## config.mk

```make
export PLATFORM = sky130hd
export DESIGN_NAME = parity_frame_serializer
export DESIGN_NICKNAME = d
export VERILOG_FILES = /design/src/rtl/parity_frame_serializer.sv
export SDC_FILE = /design/constraint.sdc
export NUM_CORES = 1
export LEC_CHECK = 0
export BUFFER_PORTS_ARGS = -buffer_cell sky130_fd_sc_hd__buf_2
export CELL_PAD_IN_SITES_DETAIL_PLACEMENT = 1
export CELL_PAD_IN_SITES_GLOBAL_PLACEMENT = 1
export CORE_MARGIN = 2
export CORE_UTILIZATION = 40
export DETAILED_ROUTE_END_ITERATION = 7
export HOLD_SLACK_MARGIN = 0.1
export PLACE_DENSITY = 0.76
export SLEW_MARGIN = 40
export SYNTH_ARGS = -nofsm -noshare
export SYNTH_HDL_FRONTEND = slang
export SYNTH_SLANG_ARGS = --single-unit
```

## constraint.sdc

```tcl
create_clock -name clk -period 3.78 [get_ports clk]
set_clock_uncertainty 0.2 [all_clocks]
set_input_delay 0.378 -clock clk [delete_from_list [all_inputs] [get_ports clk]]
set_output_delay 0.378 -clock clk [all_outputs]
set_load 0.05 [all_outputs]
```

## src/rtl/parity_frame_serializer.sv

```systemverilog
// Parallel-to-serial frame source: WIDTH data bits LSB-first, then a parity bit.
// Define PAR_SER_START_BIT_EN to prefix each frame with a start bit of ~IDLE_LEVEL.
module parity_frame_serializer #(
   parameter int WIDTH      = 8,
   parameter bit ODD_PARITY = 1'b0,
   parameter bit IDLE_LEVEL = 1'b0
) (
   input  logic             clk,
   input  logic             rst_n,
   input  logic [WIDTH-1:0] din,
   input  logic             din_valid,
   output logic             din_ready,
   output logic             x,
   output logic             x_valid,
   output logic             last,
   output logic             busy
);

   localparam int CW = $clog2(WIDTH);
   localparam logic [CW-1:0] LAST_CNT = CW'(WIDTH - 1);

`ifdef PAR_SER_START_BIT_EN
   typedef enum logic [1:0] {IDLE, START, DATA, PARITY} state_t;
`else
   typedef enum logic [1:0] {IDLE, DATA, PARITY} state_t;
`endif

   state_t           state;
   logic [WIDTH-1:0] shreg;
   logic [CW-1:0]    cnt;
   logic             acc;
   logic             accept;

   assign din_ready = (state == IDLE) || (state == PARITY);
   assign busy      = (state != IDLE);
   assign accept    = din_valid & din_ready;

   always_ff @(posedge clk or negedge rst_n) begin
      if (!rst_n) begin
         state   <= IDLE;
         shreg   <= '0;
         cnt     <= '0;
         acc     <= 1'b0;
         x       <= IDLE_LEVEL;
         x_valid <= 1'b0;
         last    <= 1'b0;
      end else begin
         unique case (state)
            IDLE, PARITY: begin
               last <= 1'b0;
               if (accept) begin
                  acc     <= 1'b0;
                  cnt     <= '0;
                  x_valid <= 1'b1;
`ifdef PAR_SER_START_BIT_EN
                  state   <= START;
                  x       <= ~IDLE_LEVEL;
                  shreg   <= din;
`else
                  state   <= DATA;
                  x       <= din[0];
                  shreg   <= din >> 1;
`endif
               end else begin
                  state   <= IDLE;
                  x       <= IDLE_LEVEL;
                  x_valid <= 1'b0;
               end
            end
`ifdef PAR_SER_START_BIT_EN
            START: begin
               state <= DATA;
               x     <= shreg[0];
               shreg <= shreg >> 1;
            end
`endif
            DATA: begin
               // acc folds in the bit currently on x as it leaves
               acc <= acc ^ x;
               if (cnt == LAST_CNT) begin
                  state <= PARITY;
                  x     <= acc ^ x ^ ODD_PARITY;
                  last  <= 1'b1;
                  cnt   <= '0;
               end else begin
                  cnt   <= cnt + 1'b1;
                  x     <= shreg[0];
                  shreg <= shreg >> 1;
               end
            end
            default: begin
               state   <= IDLE;
               x       <= IDLE_LEVEL;
               x_valid <= 1'b0;
               last    <= 1'b0;
            end
         endcase
      end
   end

endmodule

```

==> out/qor.log, run 1 <==
INFO  drt            detail_route.first_pass.iterations=4
INFO  drt            postRouteWirelength=1910um
INFO  clocking       clock_sink_count=16
INFO  cells_and_area layout-area-overhead-vs-synth=10.3%
INFO  global_route   grt.overflow.total=0
INFO  pwr            total_power=861uW
INFO  setup_path     cp-end-kind=primary output
INFO  synthesis      synth_top_flop_cell=sky130_fd_sc_hd__dfrtp_1
INFO  timing         worst_hold_slack=0.127ns
INFO  die            pin_count=16
INFO  timing         final_min_period_over_clock_period=56.8%
INFO  setup_path     crit_fanout=24
INFO  timing         max_freq=466MHz
INFO  synthesis      synthesis_stage_register_bit_count=16
INFO  synthesis      ys_seq_area_share=45.8%
INFO  setup_path     critPathRequiredTime=3.20ns
INFO  cells_and_area final_cells=117
INFO  cells_and_area final_cell_area=963um^2
INFO  cells_and_area drive_gt1_share=25.6%
INFO  die            die_span_x=50.7um
INFO  synthesis      post_synth.cell_area_avg=11.3um^2
INFO  synthesis      synth_async_sr_flop_share=100%
INFO  timing         slew_headroom=58.1%
INFO  die            initial_utilization=43.6%
INFO  placed_design  numPlacedInstances=112
INFO  clocking       cts-root-to-sink-buffers=2
INFO  min_path       min_path_type=in2reg
INFO  pwr            leakagePower=0.000447uW
INFO  outcome        run_status=finished clean
INFO  cells_and_area final_cell_mix=sky130_fd_sc_hd__dfrtp_1 (16), sky130_fd_sc_hd__buf_2 (15), sky130_fd_sc_hd__inv_1 (8)
INFO  synthesis      synthesis.yosys.warnings=0
INFO  timing         tightest_slew=0.628ns
INFO  global_route   grt_pass1_vias=662
INFO  clocking       cts-htree-levels=1
INFO  clocking       clk-insertion-delay-late=0.31ns
INFO  setup_path     crit_path_max_incr_delay=0.75ns
INFO  cells_and_area final_net_count=104
INFO  global_route   grt_start_max_net_pins=25
INFO  cells_and_area mostFrequentLayoutCell=sky130_fd_sc_hd__dfrtp_1
INFO  drt            remaining_drc_errors=0
INFO  synthesis      syn_inst=77
INFO  setup_path     worstPathCellList=inv_1 -> buf_2
INFO  clocking       cts_inserted_buffers=3
INFO  timing         setup_tns_final=0ns
INFO  setup_path     crit_type=reg2out
INFO  pwr            powerDensity=893mW/mm^2
INFO  die            std_cell_rows=16
INFO  clocking       cts.root.buffer_cell=sky130_fd_sc_hd__clkbuf_4
INFO  die            die-area=0.00257mm^2
INFO  drt            detail_route.wl_per_cell=16.4um
INFO  setup_path     timing.critical_path.arrival=1.57ns
INFO  placed_design  io_buffer_count=15
INFO  setup_path     setup.worst_path.start_class=register
INFO  timing         post-route-min-period=2.15ns
INFO  global_route   grt_util_all_layers=17.3%
INFO  timing         rsz0062_at_grt=false
INFO  clocking       cts_tree=yes
INFO  die            die_h=50.7um
INFO  job            timing.max_cap.violations=0
INFO  cells_and_area sequential_cell_area=400um^2
INFO  placed_design  place_congestion=0.738
INFO  pwr            vdd.ir_drop.worst=0.000397V
INFO  timing         hold_viol_final=0
INFO  synthesis      syn_area=873um^2
INFO  clocking       clk_pin_slew_worst_paths=0.11ns
INFO  setup_path     worst-r2r-setup-slack=1.67ns
INFO  synthesis      syn-num-nets=90
INFO  placed_design  detailed_place.area=917um^2
INFO  placed_design  detailed_place_hpwl=1290um
INFO  timing         final-max-slew-violation-count=0
INFO  synthesis      synth_cell_types=32
INFO  drt            drt.antenna.violating_nets=0
INFO  synthesis      synth_edf_count=0
INFO  drt            via_count=643
INFO  cells_and_area multi_input_comb_area=378um^2
INFO  die            design.core.area=0.00200mm^2
INFO  global_route   first_pass_grt_wire_length=3200um
INFO  global_route   grt_antenna_before_repair=0
INFO  drt            vias_per_cell=5.50
INFO  cells_and_area filler_cell_count=221
INFO  timing         setup-violations-final=0
INFO  setup_path     cpMaxStageDelayCell=sky130_fd_sc_hd__dfrtp_1
INFO  drt            drt-initial-drc-count=9
INFO  cells_and_area antennaDiodeCount=0
cells by family after synthesis:
family,Yosys count,synth area share [%]
simple gates,26,22.3
mux,2,2.29
buf+inv,15,10.9
xor+xnor,1,1.00
fa+ha+maj,2,2.86
flops,16,45.8
compound gates,15,14.8
critical path, delay by kind of cell, from the launching register on:
kind / cells / cell delay, ns
flops: 1 / 0.75
buf+inv: 2 / 0.51
routing by layer:
metal	wire [um]	vias up	part of all wire (%)	track usage (%)
li1	-	310	-	-
met1	934	315	49	22.4
met2	884	13	46	26.8
met3	45	5	2.4	2.68
met4	49	0	2.6	10.8
met5	0	-	0	0
through the flow:
step / utilization [%] / setup slack, ns
2_1_floorplan: - / 1.87
3_3_place_gp: 45.8 / 1.78
3_5_place_dp: 45.8 / 1.70
4_1_cts: 48.1 / 1.62
5_1_grt: 48.1 / 1.52
6_report: 48.1 / 1.63
flip-flops by register name, summed over array words and instances, names as in the netlist:
signal   count
shreg        7
cnt          3
state        2
acc          1
last         1
x            1
x_valid      1
worst paths after layout:
check,from,end,depth (start not counted)
min in group asynchronous,rst_n,cnt[2],2
max in group asynchronous,rst_n,shreg[1],2
max,state[0],din_ready,2
max reg2reg,cnt[0],shreg[3],4
min,din[0],x,3
min reg2reg,last,last,1
synth_stat cells, types with 2 or more instances:
master                      count  area [um^2]
sky130_fd_sc_hd__nor4b_1        6         52.6
sky130_fd_sc_hd__nand2b_1       2         12.5
sky130_fd_sc_hd__nand3b_1       2         15.0
sky130_fd_sc_hd__nor3b_1        6         45.0
sky130_fd_sc_hd__mux2i_1        2         20.0
sky130_fd_sc_hd__a311oi_1       6         52.6
sky130_fd_sc_hd__dfrtp_1       16          400
sky130_fd_sc_hd__clkbuf_8       2         27.5
sky130_fd_sc_hd__buf_6          2         22.5
sky130_fd_sc_hd__inv_1          8         30.0
sky130_fd_sc_hd__o2bb2ai_1      2         17.5
sky130_fd_sc_hd__clkbuf_1       2         7.51
sky130_fd_sc_hd__ha_1           2         25.0
layout make-up:
class	count	area share, %
flip-flops and latches	16	41.6
multi-input cells	46	39.2
repair buffers	16	8.83
well taps	27	3.51
inverters	8	3.12
clock buffers	4	3.77
power breakdown:
part           leakage [uW]  total [uW]  switching (uW)  internal (uW)
logic              0.000230         402             234            167
clock network     0.0000210         121            62.2           58.9
registers          0.000196         338            85.6            253
total              0.000447         861             382            479
repair_timing:
item / CTS / global route
buffers inserted: 0 / 0
gates resized for setup: 0 / 0
hold buffers: 1 / 0
endpoints found under the hold margin: 16 / 0
(Power assumes the default switching activity.)
==> run 2, diff against run 1 <==
Settings changed: ABC_AREA set to 1, CORE_UTILIZATION 40 to 38, PLACE_DENSITY 0.76 to 0.77.
Clock period 3.78 ns to 2.1 ns, I/O delays scaled along.
==> out/qor.log, run 2 <==
INFO  outcome        run_status=finished clean
INFO  clocking       clock_sink_count=16 [unchanged]
INFO  timing         slew_headroom=70.3% [+12 points]
INFO  clocking       cts_repair_resize_count=0 [unchanged]
INFO  timing         final-max-slew-violation-count=0 [unchanged]
INFO  clocking       cts_inserted_buffers=3 [unchanged]
INFO  drt            remaining_drc_errors=0 [unchanged]
INFO  synthesis      synth_top_flop_cell=sky130_fd_sc_hd__dfrtp_1
INFO  setup_path     timing.critical_path.arrival=1.33ns [-0.24 ns]
INFO  die            die_span_x=49.7um [-2.0%]
INFO  synthesis      synthMostInstantiatedCell=sky130_fd_sc_hd__nand2_1
INFO  synthesis      synth_async_sr_flop_share=100% [unchanged]
INFO  synthesis      synth_cell_types=14 [-56%]
INFO  timing         post-route-min-period=1.74ns
INFO  drt            detail_route.first_pass.iterations=4 [unchanged]
INFO  cells_and_area flip_flop_count_of_the_largest_register_after_layout=7 [unchanged]
INFO  clocking       cts.root.buffer_cell=sky130_fd_sc_hd__clkbuf_4
INFO  cells_and_area antennaDiodeCount=0 [unchanged]
INFO  clocking       cts_tree=yes
INFO  synthesis      ys_seq_area_share=50.5% [+4.6 points]
INFO  cells_and_area layout-area-overhead-vs-synth=24.9%
INFO  placed_design  io_buffer_count=15 [unchanged]
INFO  synthesis      synthDominantAreaCellType=sky130_fd_sc_hd__dfrtp_1
INFO  setup_path     critical_path.startpoint=state[0]
INFO  die            die-area=0.00247mm^2 [-4.0%]
INFO  cells_and_area mostFrequentLayoutCell=sky130_fd_sc_hd__nand2_1
INFO  pwr            leakagePower=0.000556uW [+25%]
INFO  synthesis      post_synth.cell_area_avg=8.35um^2 [-26%]
INFO  global_route   grt_start_max_net_pins=17 [-32%]
INFO  setup_path     reg2regPathDepth=7 [+3]
INFO  setup_path     worst-r2r-setup-slack=0.44ns [-1.23 ns]
INFO  synthesis      synth.top_cells.by_area=sky130_fd_sc_hd__dfrtp_1 (50%), sky130_fd_sc_hd__nand2_1 (19%), sky130_fd_sc_hd__nand3_1 (12%), sky130_fd_sc_hd__buf_6 (4.3%), sky130_fd_sc_hd__ha_1 (3.2%)
INFO  timing         tightest_slew=0.445ns [-0.184 ns]
INFO  synthesis      syn_inst=95 [+23%]
INFO  drt            via_count=698 [+8.6%]
INFO  cells_and_area sequential_cell_area=400um^2 [unchanged]
INFO  setup_path     setup.worst_path.start_class=register
INFO  synthesis      syn_area=793um^2 [-9.2%]
INFO  cells_and_area drive_gt1_share=20.8% [-4.7 points]
INFO  timing         final_min_period_over_clock_period=82.7%
INFO  cells_and_area top_regs=shreg x7, cnt x3, state x2
INFO  die            pin_count=16 [unchanged]
INFO  die            std_cell_rows=16 [unchanged]
INFO  timing         worst_slack=0.363ns [-1.27 ns]
INFO  die            design.core.area=0.00196mm^2 [-2.0%]
INFO  setup_path     critPathCapture=busy
INFO  cells_and_area multi_input_comb_area=334um^2 [-12%]
INFO  synthesis      synth.top_cells.by_count=sky130_fd_sc_hd__nand2_1 (40), sky130_fd_sc_hd__nand3_1 (19), sky130_fd_sc_hd__dfrtp_1 (16)
INFO  timing         hold_viol_final=0 [unchanged]
INFO  pwr            power_frac_seq=37.9% [-1.4 points]
INFO  pwr            clock_power_share=11.0% [-3.1 points]
INFO  clocking       clk_pin_slew_worst_paths=0.09ns [-0.02 ns]
INFO  synthesis      syn-num-nets=108 [+20%]
INFO  setup_path     crit_fanout=9 [-63%]
INFO  pwr            p_int=734uW [+53%]
INFO  synthesis      share_of_the_synthesized_area_in_the_top_cell_type=50.5% [+4.6 points]
INFO  timing         setup_tns_final=0ns [unchanged]
INFO  cells_and_area final_net_count=135 [+30%]
INFO  setup_path     critical_register_to_register_path_endpoint=shreg[2]
INFO  cells_and_area filler_cell_count=267 [+21%]
INFO  die            die_h=49.7um [-2.0%]
INFO  placed_design  detailed_place_hpwl=1290um [+0.31%]
INFO  global_route   grt_antenna_before_repair=0 [unchanged]
INFO  placed_design  detailedPlace.worstSlack=0.481ns [-1.22 ns]
INFO  global_route   grt.overflow.total=0 [unchanged]
INFO  global_route   first_pass_grt_wire_length=3390um [+6.0%]
INFO  timing         max_freq=576MHz
INFO  setup_path     critPathRequiredTime=1.69ns [-1.51 ns]
INFO  drt            drt-initial-drc-count=13 [+4]
INFO  pwr            comb_power_share=51.2% [+4.6 points]
INFO  drt            detail_route.wl_per_cell=13.1um [-20%]
INFO  die            initial_utilization=40.4% [-3.2 points]
INFO  cells_and_area final_util=50.5% [+2.4 points]
INFO  clocking       cts-root-to-sink-buffers=2 [unchanged]
INFO  min_path       min_path_type=in2async
INFO  drt            drt.antenna.violating_nets=0 [unchanged]
INFO  synthesis      synth_edf_count=0 [unchanged]
INFO  setup_path     cp-end-kind=primary output
INFO  clocking       cts-htree-levels=1 [unchanged]
INFO  pwr            swShare=49.3% [+4.9 points]
INFO  cells_and_area max_flop_register=shreg
INFO  setup_path     crit_type=reg2out
INFO  pwr            total_power=1450uW [+68%]
INFO  drt            vias_per_cell=4.75 [-14%]
INFO  synthesis      synthesis.yosys.warnings=0 [unchanged]
INFO  setup_path     worstReg2RegStart=cnt[0]
INFO  global_route   grt_util_all_layers=18.2% [+0.93 points]
INFO  clocking       clk-insertion-delay-late=0.28ns [-0.03 ns]
INFO  timing         setup-violations-final=0 [unchanged]
INFO  pwr            power.net_switching=712uW [+86%]
INFO  pwr            powerDensity=1460mW/mm^2 [+63%]
INFO  job            timing.max_cap.violations=0 [unchanged]
INFO  global_route   grt_pass1_vias=754 [+14%]
INFO  drt            postRouteWirelength=1920um [+0.42%]
INFO  pwr            vdd.ir_drop.worst=0.000646V [+63%]
INFO  placed_design  place_congestion=0.707 [-4.1%]
INFO  synthesis      synthesis_stage_register_bit_count=16 [unchanged]
INFO  timing         rsz0062_at_grt=false
INFO  cells_and_area final_cell_mix=sky130_fd_sc_hd__nand2_1 (40), sky130_fd_sc_hd__nand3_1 (19), sky130_fd_sc_hd__dfrtp_1 (16), sky130_fd_sc_hd__buf_2 (15), sky130_fd_sc_hd__dlygate4sd3_1 (10)
## run 2: cell types whose count changed in the layout (fill, tap and decap cells not counted), sizes merged, moves of 2 or more
cell,delta
nor3b,-6
mux2i,-2
nand2b,-2
nor2,+3
dlygate4sd3,+9
inv,-2
nand3,+20
nand2,+42
nor4b,-6
a311oi,-6
nand3b,-2
o2bb2ai,-2
## run 2: final cells by class
type                            count  area share, %
Sequential cell                    16           40.4
Multi-Input combinational cell     70           33.7
Timing Repair Buffer               25           17.7
Tap cell                           27           3.41
Inverter                            6           2.53
Clock buffer                        3           2.27
## run 2: power groups by stage
stage	logic [uW]	clock network (uW)	registers [uW]
after floorplan	553	0	586
after global placement	703	0	545
after detailed placement	728	0	552
after CTS	751	164	548
after global routing	843	178	565
final	740	159	548
## run 2: worst min-delay path by stage
stage                     start  endpoint  slack (ns)
final                     rst_n   x_valid        0.19
after floorplan           rst_n       acc       -0.29
after CTS                 rst_n   x_valid        0.17
after global routing      rst_n   x_valid        0.21
after global placement    rst_n   x_valid       -0.06
after detailed placement  rst_n    cnt[2]       -0.06
## run 2: cell families (layout without fill, tap and decap cells)
logic type	Yosys count	after routing	synth area share, %
and+or+nand+nor	67	67	38.3
adders and majority gates	2	2	3.15
buffers and inverters	9	34	7.41
AOI/OAI and AO/OA	1	1	0.630
DFF	16	16	50.5
## run 2: timing repair
item,in CTS,in global routing
hold buffers,10,0
endpoints found under the setup margin,0,0
endpoints found under the hold margin,25,0
setup buffers,0,0
## run 2: stage by stage
step / cell area, um^2 / hold slack (ns) / cells
after floorplan: 793 / -0.286 / 95
final: 991 / 0.194 / 147
after global routing: 991 / 0.208 / 147
after CTS: 991 / 0.167 / 147
after detailed placement: 868 / -0.0556 / 134
after global placement: 868 / -0.0628 / 134
## run 2: worst max-delay path, stage by stage, from the launching register on
cell and delay (ns):
sky130_fd_sc_hd__dfrtp_1 0.63, sky130_fd_sc_hd__inv_4 0.09, sky130_fd_sc_hd__nand2_1 0.08, sky130_fd_sc_hd__buf_2 0.26
## run 2: routing by layer
layer	track usage [%]	wire length [um]	vias to the layer above
met1	23.0	860	334
met5	0	0	-
met2	31.8	1010	11
li1	-	-	353
met4	4.17	0	0
met3	3.64	47	0
==> run 3, diff against run 2 <==
Settings changed: CORE_UTILIZATION 38 to 34, PLACE_DENSITY 0.77 to 0.73.
Clock period 2.1 ns to 1.5 ns, I/O delays scaled along.
==> out/qor.log, run 3 (synthesized netlist as in run 2, its figures left out) <==
INFO  timing         max_freq=694MHz
INFO  cells_and_area layout-area-overhead-vs-synth=36.8%
INFO  global_route   grt_util_all_layers=16.4% [-1.8 points]
INFO  clocking       clk-insertion-delay-late=0.27ns [about the same]
INFO  setup_path     crit_fanout=5 [-4]
INFO  timing         post-route-min-period=1.44ns
INFO  timing         tightest_slew=0.352ns [-0.0930 ns]
INFO  cells_and_area max_flop_register=shreg
INFO  setup_path     crit_type=reg2out
INFO  cells_and_area mostFrequentLayoutCell=sky130_fd_sc_hd__nand2_1
INFO  outcome        run_status=finished clean
INFO  die            initial_utilization=35.9% [-4.6 points]
INFO  cells_and_area final_util=49.0% [-1.5 points]
INFO  timing         slew_headroom=76.5% [+6.2 points]
INFO  die            design.core.area=0.00221mm^2 [+13%]
INFO  setup_path     worstPathCellList=inv_2 -> buf_4 -> nand2_1 -> buf_6
INFO  global_route   grt_start_max_net_pins=17 [unchanged]
INFO  global_route   grt.overflow.total=0 [unchanged]
INFO  global_route   first_pass_grt_wire_length=3310um [-2.6%]
INFO  min_path       min_path_type=in2async
INFO  die            die_span_x=52.3um [+5.3%]
INFO  drt            detail_route.wl_per_cell=12.3um [-6.3%]
INFO  drt            via_count=732 [+4.9%]
INFO  clocking       cts-htree-levels=1 [unchanged]
INFO  cells_and_area antennaDiodeCount=0 [unchanged]
INFO  drt            postRouteWirelength=1920um [+0.10%]
INFO  pwr            total_power=2190uW [+51%]
INFO  timing         final-max-slew-violation-count=0 [unchanged]
INFO  setup_path     timing.critical_path.arrival=1.09ns [-0.24 ns]
INFO  clocking       cts_tree=yes
INFO  drt            detail_route.first_pass.iterations=4 [unchanged]
INFO  cells_and_area flip_flop_count_of_the_largest_register_after_layout=7 [unchanged]
INFO  placed_design  io_buffer_count=15 [unchanged]
INFO  timing         setup-violations-final=0 [unchanged]
INFO  global_route   grt_antenna_before_repair=0 [unchanged]
INFO  die            die_h=52.3um [+5.3%]
INFO  cells_and_area final_cell_mix=sky130_fd_sc_hd__nand2_1 (40), sky130_fd_sc_hd__nand3_1 (19), sky130_fd_sc_hd__dfrtp_1 (16), sky130_fd_sc_hd__buf_2 (14), sky130_fd_sc_hd__dlygate4sd3_1 (10)
INFO  cells_and_area final_cell_area=0.00108mm^2 [+9.5%]
INFO  timing         final_min_period_over_clock_period=96.1%
INFO  clocking       cts.root.buffer_cell=sky130_fd_sc_hd__clkbuf_4
INFO  cells_and_area drive_gt1_share=28.7% [+7.8 points]
INFO  clocking       clock_sink_count=16 [unchanged]
INFO  placed_design  place_congestion=0.764 [+8.1%]
INFO  drt            remaining_drc_errors=0 [unchanged]
INFO  clocking       cts-root-to-sink-buffers=2 [unchanged]
INFO  clocking       cts_inserted_buffers=3 [unchanged]
INFO  drt            drt.antenna.violating_nets=0 [unchanged]
INFO  pwr            vdd.ir_drop.worst=0.000931V [+44%]
INFO  setup_path     cp-end-kind=primary output
INFO  placed_design  detailedPlace.worstSlack=-0.0355ns [-0.517 ns]
INFO  job            timing.max_cap.violations=0 [unchanged]
INFO  pwr            powerDensity=2010mW/mm^2 [+38%]
INFO  die            die-area=0.00274mm^2 [+11%]
INFO  setup_path     crit_path_max_incr_delay=0.40ns [-0.23 ns]
INFO  setup_path     worst-path-buf-inv=3 [+1]
INFO  timing         hold_viol_final=0 [unchanged]
INFO  setup_path     critPathRequiredTime=1.15ns [-0.54 ns]
INFO  die            pin_count=16 [unchanged]
INFO  drt            drt-initial-drc-count=4 [-9]
INFO  global_route   grt_pass1_vias=765 [+1.5%]
INFO  timing         worst_hold_slack=0.103ns [-0.0912 ns]
INFO  clocking       clk_pin_slew_worst_paths=0.09ns [about the same]
INFO  timing         rsz0062_at_grt=true
INFO  setup_path     setup.worst_path.start_class=register
INFO  setup_path     cpMaxStageDelayCell=sky130_fd_sc_hd__dfrtp_1
INFO  cells_and_area final_net_count=144 [+6.7%]
INFO  placed_design  detailed_place_hpwl=1330um [+2.9%]
INFO  timing         worst_slack=0.0583ns [-0.305 ns]
INFO  placed_design  detailed_place.area=907um^2 [+4.5%]
INFO  setup_path     critPathTopFamily=flip-flops
INFO  drt            vias_per_cell=4.66 [-1.8%]
INFO  cells_and_area top_regs=shreg x7, cnt x3, state x2
INFO  die            std_cell_rows=17 [+1]
INFO  pwr            leakagePower=0.000607uW [+9.1%]
[run 3: cell type report]
type | instances | area [um^2]
fill | 280 | 1130
sequential | 16 | 400
multi-input combinational | 71 | 354
timing repair buffer | 33 | 245
tap | 28 | 35.0
inverter | 6 | 27.5
clock buffer | 3 | 22.5
[run 3: metrics by stage]
step / std cells / setup TNS (ns)
global route: 157 / -0.0187
floorplan: 95 / 0
finish: 157 / 0
global placement: 140 / -0.00345
CTS: 155 / 0
detailed placement: 140 / -0.185
[run 3: worst paths after layout]
| kind | start | end | slack (ns) | cells past startpoint |
|---|---|---|---|---|
| setup reg to reg | cnt[0] | shreg[0] | 0.08 | 7 |
| min in group clk | x_valid | x_valid | 0.28 | 2 |
| setup / recovery | state[1] | busy | 0.06 | 4 |
| hold reg to reg | x_valid | x_valid | 0.28 | 2 |
| hold / removal | rst_n | cnt[1] | 0.10 | 2 |
| max in group asynchronous | rst_n | acc | 0.74 | 2 |
[run 3: timing repair]
action / in CTS / in global routing
gates cloned: 1 / 0
hold buffers: 10 / 0
endpoints found under the setup margin: 7 / 8
pin swaps: 2 / 2
buffers inserted: 1 / 2
resized for setup: 3 / 5
hold endpoints to repair: 27 / 0
[run 3: report_power, final]
| group | internal (uW) | switching, uW | total (uW) |
|---|---|---|---|
| clock | 93.0 | 122 | 215 |
| sequential | 618 | 117 | 735 |
| combinational | 438 | 798 | 1240 |
| total | 1150 | 1040 | 2190 |
[run 3: per-layer routing]
layer	wire length (um)	global-route usage (%)
met5	0	0
met2	936	27.3
met1	930	21.1
met3	42	1.71
met4	15	7.69
